[src/rtl/alu_pkg.sv]
// Shared definitions for the sequential ALU: opcode encodings, FSM states
// and a small decode helper used by both the top level and the iterative datapath.
package alu_pkg;

   typedef enum logic [3:0] {
      OP_ADD     = 4'b0000,
      OP_XOR     = 4'b0001,
      OP_XORRED  = 4'b0010,
      OP_ADD2    = 4'b0011,
      OP_PASSB   = 4'b0100,
      OP_ADD3    = 4'b0101,
      OP_EQ      = 4'b0110,
      OP_NE      = 4'b0111,
      OP_ADDINC  = 4'b1000,
      OP_SUBINC  = 4'b1001,
      OP_SHL     = 4'b1010,
      OP_SHR     = 4'b1011,
      OP_MUL     = 4'b1100,
      OP_DIV     = 4'b1101,
      OP_RSV0    = 4'b1110,
      OP_RSV1    = 4'b1111
   } alu_op_e;

   typedef enum logic [1:0] {
      IDLE = 2'd0,
      EXEC = 2'd1,
      DONE = 2'd2
   } alu_state_e;

   // Multiply and divide are the only opcodes that need the iterative datapath.
   function automatic logic isMulDiv(input alu_op_e op);
      return (op == OP_MUL) || (op == OP_DIV);
   endfunction

endpackage

[src/rtl/seq_muldiv.sv]
// Iterative unsigned multiply / restoring divide. One partial product or one
// quotient bit is produced per cycle; the final step's value is presented on
// resLo_o/resHi_o together with done_o so the caller can capture it directly.
module seq_muldiv
   import alu_pkg::*;
#(
   parameter int WIDTH = 8,
   parameter int CNT_W = $clog2(WIDTH) + 1
)(
   input  logic             clk_i,
   input  logic             rst_ni,
   input  logic             start_i,
   input  logic             isDiv_i,
   input  logic [WIDTH-1:0] opA_i,
   input  logic [WIDTH-1:0] opB_i,
   output logic             done_o,
   output logic [WIDTH-1:0] resLo_o,
   output logic [WIDTH-1:0] resHi_o
);

   logic             busy_q;
   logic             isDiv_q;
   logic [CNT_W-1:0] count_q;
   logic [WIDTH-1:0] operand_q;
   logic [WIDTH-1:0] hi_q;
   logic [WIDTH-1:0] lo_q;

   logic [WIDTH:0]   mulSum;
   logic [WIDTH:0]   divShift;
   logic             divGe;
   logic [WIDTH-1:0] nextHi;
   logic [WIDTH-1:0] nextLo;
   logic             lastStep;

   // One iteration step: hi/lo hold product halves for multiply, remainder/quotient for divide.
   // A zero divisor makes every trial subtraction succeed, so the quotient
   // fills with ones and the dividend shifts whole into the remainder.
   always_comb begin
      mulSum   = {1'b0, hi_q} + (lo_q[0] ? {1'b0, operand_q} : '0);
      divShift = {hi_q, lo_q[WIDTH-1]};
      divGe    = divShift >= {1'b0, operand_q};
      nextHi   = '0;
      nextLo   = '0;
      if (isDiv_q) begin
         nextHi = divGe ? (divShift[WIDTH-1:0] - operand_q) : divShift[WIDTH-1:0];
         nextLo = {lo_q[WIDTH-2:0], divGe};
      end else begin
         nextHi = mulSum[WIDTH:1];
         nextLo = {mulSum[0], lo_q[WIDTH-1:1]};
      end
   end

   assign lastStep = busy_q && (count_q == CNT_W'(WIDTH - 1));
   assign done_o   = lastStep;
   assign resLo_o  = nextLo;
   assign resHi_o  = nextHi;

   // Load operands on start, then iterate exactly WIDTH times while busy.
   always_ff @(posedge clk_i or negedge rst_ni) begin
      if (!rst_ni) begin
         busy_q    <= 1'b0;
         isDiv_q   <= 1'b0;
         count_q   <= '0;
         operand_q <= '0;
         hi_q      <= '0;
         lo_q      <= '0;
      end else if (start_i) begin
         busy_q    <= 1'b1;
         isDiv_q   <= isDiv_i;
         count_q   <= '0;
         hi_q      <= '0;
         lo_q      <= isDiv_i ? opA_i : opB_i;
         operand_q <= isDiv_i ? opB_i : opA_i;
      end else if (busy_q) begin
         hi_q    <= nextHi;
         lo_q    <= nextLo;
         count_q <= count_q + CNT_W'(1);
         if (lastStep) begin
            busy_q <= 1'b0;
         end
      end
   end

endmodule

[src/rtl/seq_alu.sv]
// Sequential ALU with valid/ready handshakes. Single-cycle operations are
// evaluated at accept time; multiply/divide are delegated to seq_muldiv.
module seq_alu
   import alu_pkg::*;
#(
   parameter int WIDTH = 8,
   parameter int CNT_W = $clog2(WIDTH) + 1
)(
   input  logic             clk,
   input  logic             rst_n,
   input  logic             start_valid,
   output logic             start_ready,
   input  logic [3:0]       alu_cmd,
   input  logic [WIDTH-1:0] in_a,
   input  logic [WIDTH-1:0] in_b,
   output logic             rslt_valid,
   input  logic             rslt_ready,
   output logic [WIDTH-1:0] rslt,
   output logic [WIDTH-1:0] rslt_hi,
   output logic             is_zero,
   output logic             carry
);

   alu_state_e       state_q;
   alu_state_e       state_d;
   alu_op_e          cmd;
   logic             accept;

   logic [WIDTH-1:0] rslt_q;
   logic [WIDTH-1:0] rsltHi_q;
   logic             isZero_q;
   logic             carry_q;

   logic [WIDTH:0]   addSum;
   logic [WIDTH:0]   incSum;
   logic [WIDTH:0]   aPlus1;
   logic [WIDTH-1:0] scLo;
   logic             scZero;
   logic             scCarry;

   logic             mdDone;
   logic [WIDTH-1:0] mdLo;
   logic [WIDTH-1:0] mdHi;

   assign cmd    = alu_op_e'(alu_cmd);
   assign accept = start_valid && (state_q == IDLE);

   seq_muldiv #(
      .WIDTH (WIDTH),
      .CNT_W (CNT_W)
   ) u_muldiv (
      .clk_i   (clk),
      .rst_ni  (rst_n),
      .start_i (accept && isMulDiv(cmd)),
      .isDiv_i (cmd == OP_DIV),
      .opA_i   (in_a),
      .opB_i   (in_b),
      .done_o  (mdDone),
      .resLo_o (mdLo),
      .resHi_o (mdHi)
   );

   // FSM state register.
   always_ff @(posedge clk or negedge rst_n) begin
      if (!rst_n) begin
         state_q <= IDLE;
      end else begin
         state_q <= state_d;
      end
   end

   // Next state: iterative ops go through EXEC, everything else straight to DONE.
   always_comb begin
      state_d = state_q;
      case (state_q)
         IDLE: if (accept) state_d = isMulDiv(cmd) ? EXEC : DONE;
         EXEC: if (mdDone) state_d = DONE;
         DONE: if (rslt_ready) state_d = IDLE;
         default: state_d = IDLE;
      endcase
   end

   // Handshake outputs depend only on the current state.
   always_comb begin
      start_ready = (state_q == IDLE);
      rslt_valid  = (state_q == DONE);
   end

   // Single-cycle datapath evaluated on the live request operands.
   // Shift amounts and the borrow compare use a+1 at WIDTH+1 bits so a = all-ones does not wrap.
   always_comb begin
      addSum  = {1'b0, in_a} + {1'b0, in_b};
      incSum  = {1'b0, in_b} + {1'b0, in_a} + (WIDTH+1)'(1);
      aPlus1  = {1'b0, in_a} + (WIDTH+1)'(1);
      scLo    = '0;
      scZero  = 1'b0;
      scCarry = 1'b0;
      case (cmd)
         OP_ADD, OP_ADD2, OP_ADD3: begin
            scLo    = addSum[WIDTH-1:0];
            scCarry = addSum[WIDTH];
         end
         OP_XOR:    scLo = in_a ^ in_b;
         OP_XORRED: scLo = {{(WIDTH-1){1'b0}}, ^in_b};
         OP_PASSB:  scLo = in_b;
         OP_EQ:     scZero = (in_a == in_b);
         OP_NE:     scZero = (in_a != in_b);
         OP_ADDINC: begin
            scLo    = incSum[WIDTH-1:0];
            scCarry = incSum[WIDTH];
         end
         OP_SUBINC: begin
            scLo    = in_b - in_a - WIDTH'(1);
            scCarry = (aPlus1 > {1'b0, in_b});
         end
         OP_SHL: scLo = (aPlus1 >= (WIDTH+1)'(WIDTH)) ? '0 : (in_b << aPlus1);
         OP_SHR: scLo = (aPlus1 >= (WIDTH+1)'(WIDTH)) ? '0 : (in_b >> aPlus1);
         default: begin
            scLo    = '0;
            scZero  = 1'b0;
            scCarry = 1'b0;
         end
      endcase
   end

   // Result registers: captured at accept for single-cycle ops, on the last iteration otherwise.
   always_ff @(posedge clk or negedge rst_n) begin
      if (!rst_n) begin
         rslt_q   <= '0;
         rsltHi_q <= '0;
         isZero_q <= 1'b0;
         carry_q  <= 1'b0;
      end else if (accept) begin
         rslt_q   <= isMulDiv(cmd) ? '0 : scLo;
         rsltHi_q <= '0;
         isZero_q <= isMulDiv(cmd) ? 1'b0 : scZero;
         carry_q  <= isMulDiv(cmd) ? 1'b0 : scCarry;
      end else if ((state_q == EXEC) && mdDone) begin
         rslt_q   <= mdLo;
         rsltHi_q <= mdHi;
         isZero_q <= 1'b0;
         carry_q  <= 1'b0;
      end
   end

   assign rslt    = rslt_q;
   assign rslt_hi = rsltHi_q;
   assign is_zero = isZero_q;
   assign carry   = carry_q;

endmodule

[config.mk]
export PLATFORM = sky130hd
export DESIGN_NAME = seq_alu
export DESIGN_NICKNAME = d
export VERILOG_FILES = /design/src/rtl/alu_pkg.sv /design/src/rtl/seq_muldiv.sv /design/src/rtl/seq_alu.sv
export SDC_FILE = /design/constraint.sdc
export NUM_CORES = 1
export LEC_CHECK = 0
export CAP_MARGIN = 0
export CORE_ASPECT_RATIO = 0.8
export CORE_MARGIN = 2
export CORE_UTILIZATION = 40
export CTS_BUF_LIST = sky130_fd_sc_hd__clkbuf_8
export DETAILED_ROUTE_END_ITERATION = 10
export PLACE_DENSITY = 0.69
export REMOVE_ABC_BUFFERS = 1
export SLEW_MARGIN = 20
export SYNTH_ARGS = -nofsm -noshare
export SYNTH_HDL_FRONTEND = slang
export SYNTH_SLANG_ARGS = --single-unit
[constraint.sdc]
create_clock -name clk -period 2.9 [get_ports clk]
set_clock_uncertainty 0.2 [all_clocks]
set_input_delay 0.435 -clock clk [delete_from_list [all_inputs] [get_ports clk]]
set_output_delay 0.435 -clock clk [all_outputs]
set_load 0.01 [all_outputs]
# == Word-level counts from Yosys, hierarchy flattened ==
# Cells that the tools add are included.
# totals
register_bits,50
latch_bits,0
mem_bits_rw,0
mem_bits_ro,0
memories,0
# classes
add_sub_neg,8
mul,0
div_mod_pow,0
order_cmp,3
eq_ne,21
n_shift,2
muxes,35
bitwise_logic,1
reduce_logical,12
# ops
op,n
8-bit 2-to-1 mux,17
8-bit one-hot mux with 8 select lines,1
"4-bit equality test, second input constant",6
"4-bit by 3-bit equality test with 1-bit output, second input constant",5
8-bit subtractor,2
"8-bit by 1-bit adder with 9-bit output, second input constant",1
8-bit by 8-bit adder with 9-bit output,1
8-bit by 9-bit adder with 9-bit output,1
"9-bit by 1-bit adder with 9-bit output, second input constant",1
"9-bit by 4-bit greater-or-equal comparator with 1-bit output, second input constant",1
9-bit by 8-bit greater-or-equal comparator with 1-bit output,1
9-bit by 8-bit > comparator with 1-bit output,1
8-bit by 9-bit << shifter with 8-bit output,1
8-bit by 9-bit >> shifter with 8-bit output,1
"4-bit by 2-bit equality test with 1-bit output, second input constant",2
8-bit equality test,1
1-bit 2-to-1 mux,8
2-bit 2-to-1 mux,4
4-bit 2-to-1 mux,2
8-bit != test,1
8-bit XOR reduction,1
"8-bit by 1-bit subtractor with 8-bit output, second input constant",1
8-bit XOR,1
2-bit one-hot mux with 3 select lines,1
15 further kinds,20

# == Depth between registers and ports, before layout ==
# logic_depth
depth_word,6
mapped_depth,14

# == Cells and area by module ==
# Synthesis repeated with hierarchy kept, for this count alone.
# hier_totals
hier_cells,681
area_unflattened_um2,5626.6
# modules_own_cells
mod,n_inst,cells_each,area_per_inst_um2,seq_area_each_um2
seq_alu,1,401,3179.3,500.5
seq_muldiv,1,280,2447.3,750.7

# == Worst setup path before layout ==
# Ideal clock, no wire load.
# synth_path
path_type,input to register
startpoint,input port in_a[5]
endpoint,register carry_q (netlist: carry)
t_arrival_ps,2455
required_ps,2626
path_slack_ps,171
cell_stages,11
n_path_buf,2
cell_sequence,clkbuf_1 inv_1 ha_1 buf_2 nor2b_1 o21a_1 o21a_1 a2111o_1 nand3b_1 mux2_4 o21ai_2
# synth_between
elab_chain_cells,5
# synth_lines
item,line_no,text
from (decl),seq_alu.sv:14,"input logic [WIDTH-1:0] in_a,"
8-bit by 8-bit adder with 9-bit output / 8-bit by 1-bit adder with 9-bit output (equally long branches),"seq_alu.sv:92, seq_alu.sv:93, seq_alu.sv:94",
9-bit by 1-bit adder with 9-bit output / 9-bit by 8-bit > comparator with 1-bit output (equally long branches),"seq_alu.sv:93, seq_alu.sv:114",
1-bit one-hot mux with 3 select lines (*),seq_alu.sv:98,case (cmd)
1-bit 2-to-1 mux (*),seq_alu.sv:137,carry_q <= isMulDiv(cmd) ? 1'b0 : scCarry;
1-bit 2-to-1 mux (*),seq_alu.sv:133,end else if (accept) begin
to (signal assigned),seq_alu.sv:137,
to (decl),seq_alu.sv:32,logic carry_q;
# Every way passes the cells marked *; elsewhere a longest branch is shown, timed or not.
# A chain may end at the register's enable or synchronous reset.

# == Final worst setup path ==
# layout_path
startpoint,input port in_a[2]
endpoint,register carry_q (netlist: carry)
# The elaborated chain is that of the path after synthesis.

==> impl_metrics.tcl <==
set metrics [dict create \
    setup_ws_ns 0.0353 \
    nets 909 \
    areaGrowthSynthToFinish_pct 30.5 \
    clock-root-buffer "clkbuf_8" \
    drtIter0Drc 739 \
    max_stage_delay_ns 0.48 \
    io_buffer_count 43 \
    rsz0062_at_grt "true" \
    ys_types 74 \
    grt_util_met3_pct 5.16 \
    gp_congestion 0.965 \
    route.detailed.drc 0 \
    grt_pass1_wl_mm 31.2 \
    overflow 0 \
    synthCells 700 \
    cts.clk_slew.worst_paths_ns 0.10 \
    drive_gt1_share_pct 20.1 \
    grt_use_met1_pct 41.3 \
    r2r-end "u_muldiv.hi_q[4]" \
    routedWlPerCell_um 19.6 \
    met2_usage_pct 39.5 \
    ys_ff_latch 50 \
    cts.sinks 50 \
    die-width_um 134 \
    cts_tree "built" \
    grt_usage_pct 27.6 \
    slowest_stage "clkdlybuf4s50_1" \
    ff_latch_area_um2 1250 \
    hold_path.class "register to register" \
    r2r_slack_ns 0.06 \
    multi_input_area_um2 3860 \
    start_kind "input pin" \
    cts-htree-levels 2 \
    worstPathRequired_ns 2.93 \
    dpl_worst_slack_ns -0.437 \
    crit_chain "clkdlybuf4s50_1, buf_4, nand3_1, xnor2_1, inv_1, ha_1, o21ai_0, a21oi_1, o41ai_1, a21oi_1, o21ai_1, buf_4, o211a_1, o21ai_2" \
    max-cap-violations 0 \
    tightest_slew_ns 0.641 \
    ys_warn_count 0 \
    drt.antenna.violating_nets 0 \
    outcome "finished, final reports clean" \
    period_needed_ns 2.86 \
    fillers 1169 \
    tns_ns 0 \
    p_leak_nw 3.12 \
    cp.depth 14 \
    dieHeight_um 108 \
    die_area_um2 14500 \
    synthFlopType "dfrtp_1" \
    r2r_start "u_muldiv.lo_q[0]" \
    setup_viol 0 \
    whs_ns 0.314 \
    cp_top_family "compound AO/OA/AOI/OAI gates" \
    critical_path_class "input pin to register" \
    grt_pass1_vias 5837 \
    synth_area_um2 5400 \
    vdd_drop_max_v 0.000440 \
    synth_seq_area_share_pct 23.2 \
    worst-path-buf-inv 4 \
    synth_area_per_cell_um2 7.72 \
    busiest_layer "met1" \
    dr.pass1.iters 5 \
    hold_viol_final 0 \
    synth_edf_count 0 \
    worst_setup_path_end_kind "register" \
    insertion_delay_ns 0.32 \
    critPathLaunch "in_a[2]" \
    slew_violations 0 \
    timing.fmax_ghz 0.349 \
    power_density_nw_per_um2 740 \
    dpl.hpwl_mm 15.7 \
    cp.arrival_ns 2.89 \
    timing.final.crit_share_pct 98.8 \
    clock_path_buffers 2 \
    vias_per_cell 5.93 \
    synth-async-reset-ratio_pct 100 \
    antennaDiodeCount 0 \
    crit_end "carry" \
    rows 37 \
    rr_worst_depth 9 \
    relSlewSlack_pct 57.2 \
    num_vias 6012 \
    initial_core_util_pct 41.5 \
    finalWirelength_mm 19.8 \
    core_um2 13000 \
    cts_buffers 5 \
    grt_max_degree 38 \
    crit_fanout 10 \
    antenna_found_initial 0 \
    ios 44 \
    fin_util_pct 54.2 \
]
[sequential cells by signal, summed over array words and instances (netlist names), 2 cells and up]
register / flops
rslt: 8
rslt_hi: 8
state_q: 2
u_muldiv.count_q: 4
u_muldiv.hi_q: 8
u_muldiv.lo_q: 8
u_muldiv.operand_q: 8
[worst min path at each step]
stage	depth (start not counted)	slack, ns	endpoint	startpoint
5_1_grt	2	0.35	rslt_hi[4]	rslt_hi[4]
6_report	2	0.31	rslt_hi[4]	rslt_hi[4]
3_3_place_gp	1	0.22	rslt_hi[4]	rst_n
2_1_floorplan	0	-0.06	carry	rst_n
3_5_place_dp	1	0.23	rslt_hi[4]	rst_n
4_1_cts	2	0.31	rslt_hi[5]	rslt_hi[5]
[synth_stat cells, types with 6 or more instances]
master,n,area [um^2]
dfrtp_1,50,1250
xnor2_1,25,219
buf_2,9,45.0
and2_1,9,56.3
o21a_1,8,60.1
nor3_1,15,75.1
a21o_1,6,45.0
mux2i_1,17,170
nand3b_1,6,45.0
a21oi_1,53,265
o221ai_1,8,70.1
nor2_1,56,210
mux2_2,7,78.8
o31ai_1,6,45.0
nand2_1,74,278
o21ai_0,53,265
nand2b_1,11,68.8
a31oi_1,17,106
ha_1,42,526
inv_1,43,161
clkbuf_1,29,109
a211oi_1,11,82.6
nand4_1,6,37.5
nor4_1,6,37.5
xor2_1,12,105
nand3_1,28,140
nor2b_1,8,50.1
o22ai_1,11,68.8
[placed cells by master, fill, tap and decap left out, types with 3 or more instances in the layout]
master and n:
a31oi_1 17, nor4_1 6, o31ai_1 6, nand4_1 6
a21o_1 6, and3_1 4, nand2b_1 11, nor3_1 14
buf_4 126, o21a_1 8, o22ai_1 11, o21bai_1 4
clkbuf_8 6, and2_1 9, o211ai_1 3, nor2b_1 8
xor2_1 11, ha_1 39, o221ai_1 8, clkdlybuf4s50_1 39
dfrtp_1 50, a21oi_1 53, o21ai_0 51, inv_1 43
a211oi_1 11, mux2_2 7, xnor2_1 25, nand3b_1 6
nor2_1 55, o21ai_1 4, fa_1 3, mux2i_1 17
nand2_1 74, or3_1 3, a32o_1 3, nand3_1 28
[cells by family after synthesis]
family          after synthesis  synth area share (%)
compound gates              214                  25.5
xor+xnor                     38                  6.30
simple gates                239                  21.7
buf+inv                      86                  6.39
fa+ha+maj                    46                  11.2
flops                        50                  23.2
mux                          27                  5.72
[worst min-delay path, cell delays in order (launching register included)]
cell     delay, ns
dfrtp_1       0.35
nand3_1       0.06
o21ai_0       0.07
[per-layer routing]
layer  vias up  share of wire [%]
li1       2793                  -
met1      2855                 46
met2       314                 41
met3        50                9.3
met4         0                3.0
met5         -                  0
[area by class of cell]
class	count	share of cell area [%]
Multi-Input combinational cell	564	54.8
Timing Repair Buffer	173	20.4
Sequential cell	50	17.7
Tap cell	175	3.11
Inverter	45	2.40
Clock buffer	6	1.17
Clock inverter	1	0.426
[per-stage QoR]
stage,cells,instance area [um^2],power [mW]
after floorplan,659,5230,3.32
after global placement,1006,6860,4.44
after detailed placement,1006,6860,4.56
after CTS,1014,7020,5.13
after global routing,1014,7050,5.59
final,1014,7050,5.21
[report_power, final]
part	leakage, nW	internal (mW)	switching (mW)
Clock	0.0573	0.277	0.253
Sequential	0.635	0.963	0.278
Combinational	2.43	1.56	1.88
Total	3.12	2.80	2.41
[what timing repair did]
action                                  4_1_cts  5_1_grt
endpoints found under the setup margin        3       16
hold buffers                                  1        0
gates resized for setup                      12        6
setup buffers                                 0        0
endpoints found under the hold margin        20        0
pin swaps                                     4        1
Power figures use the tool's default switching activity.
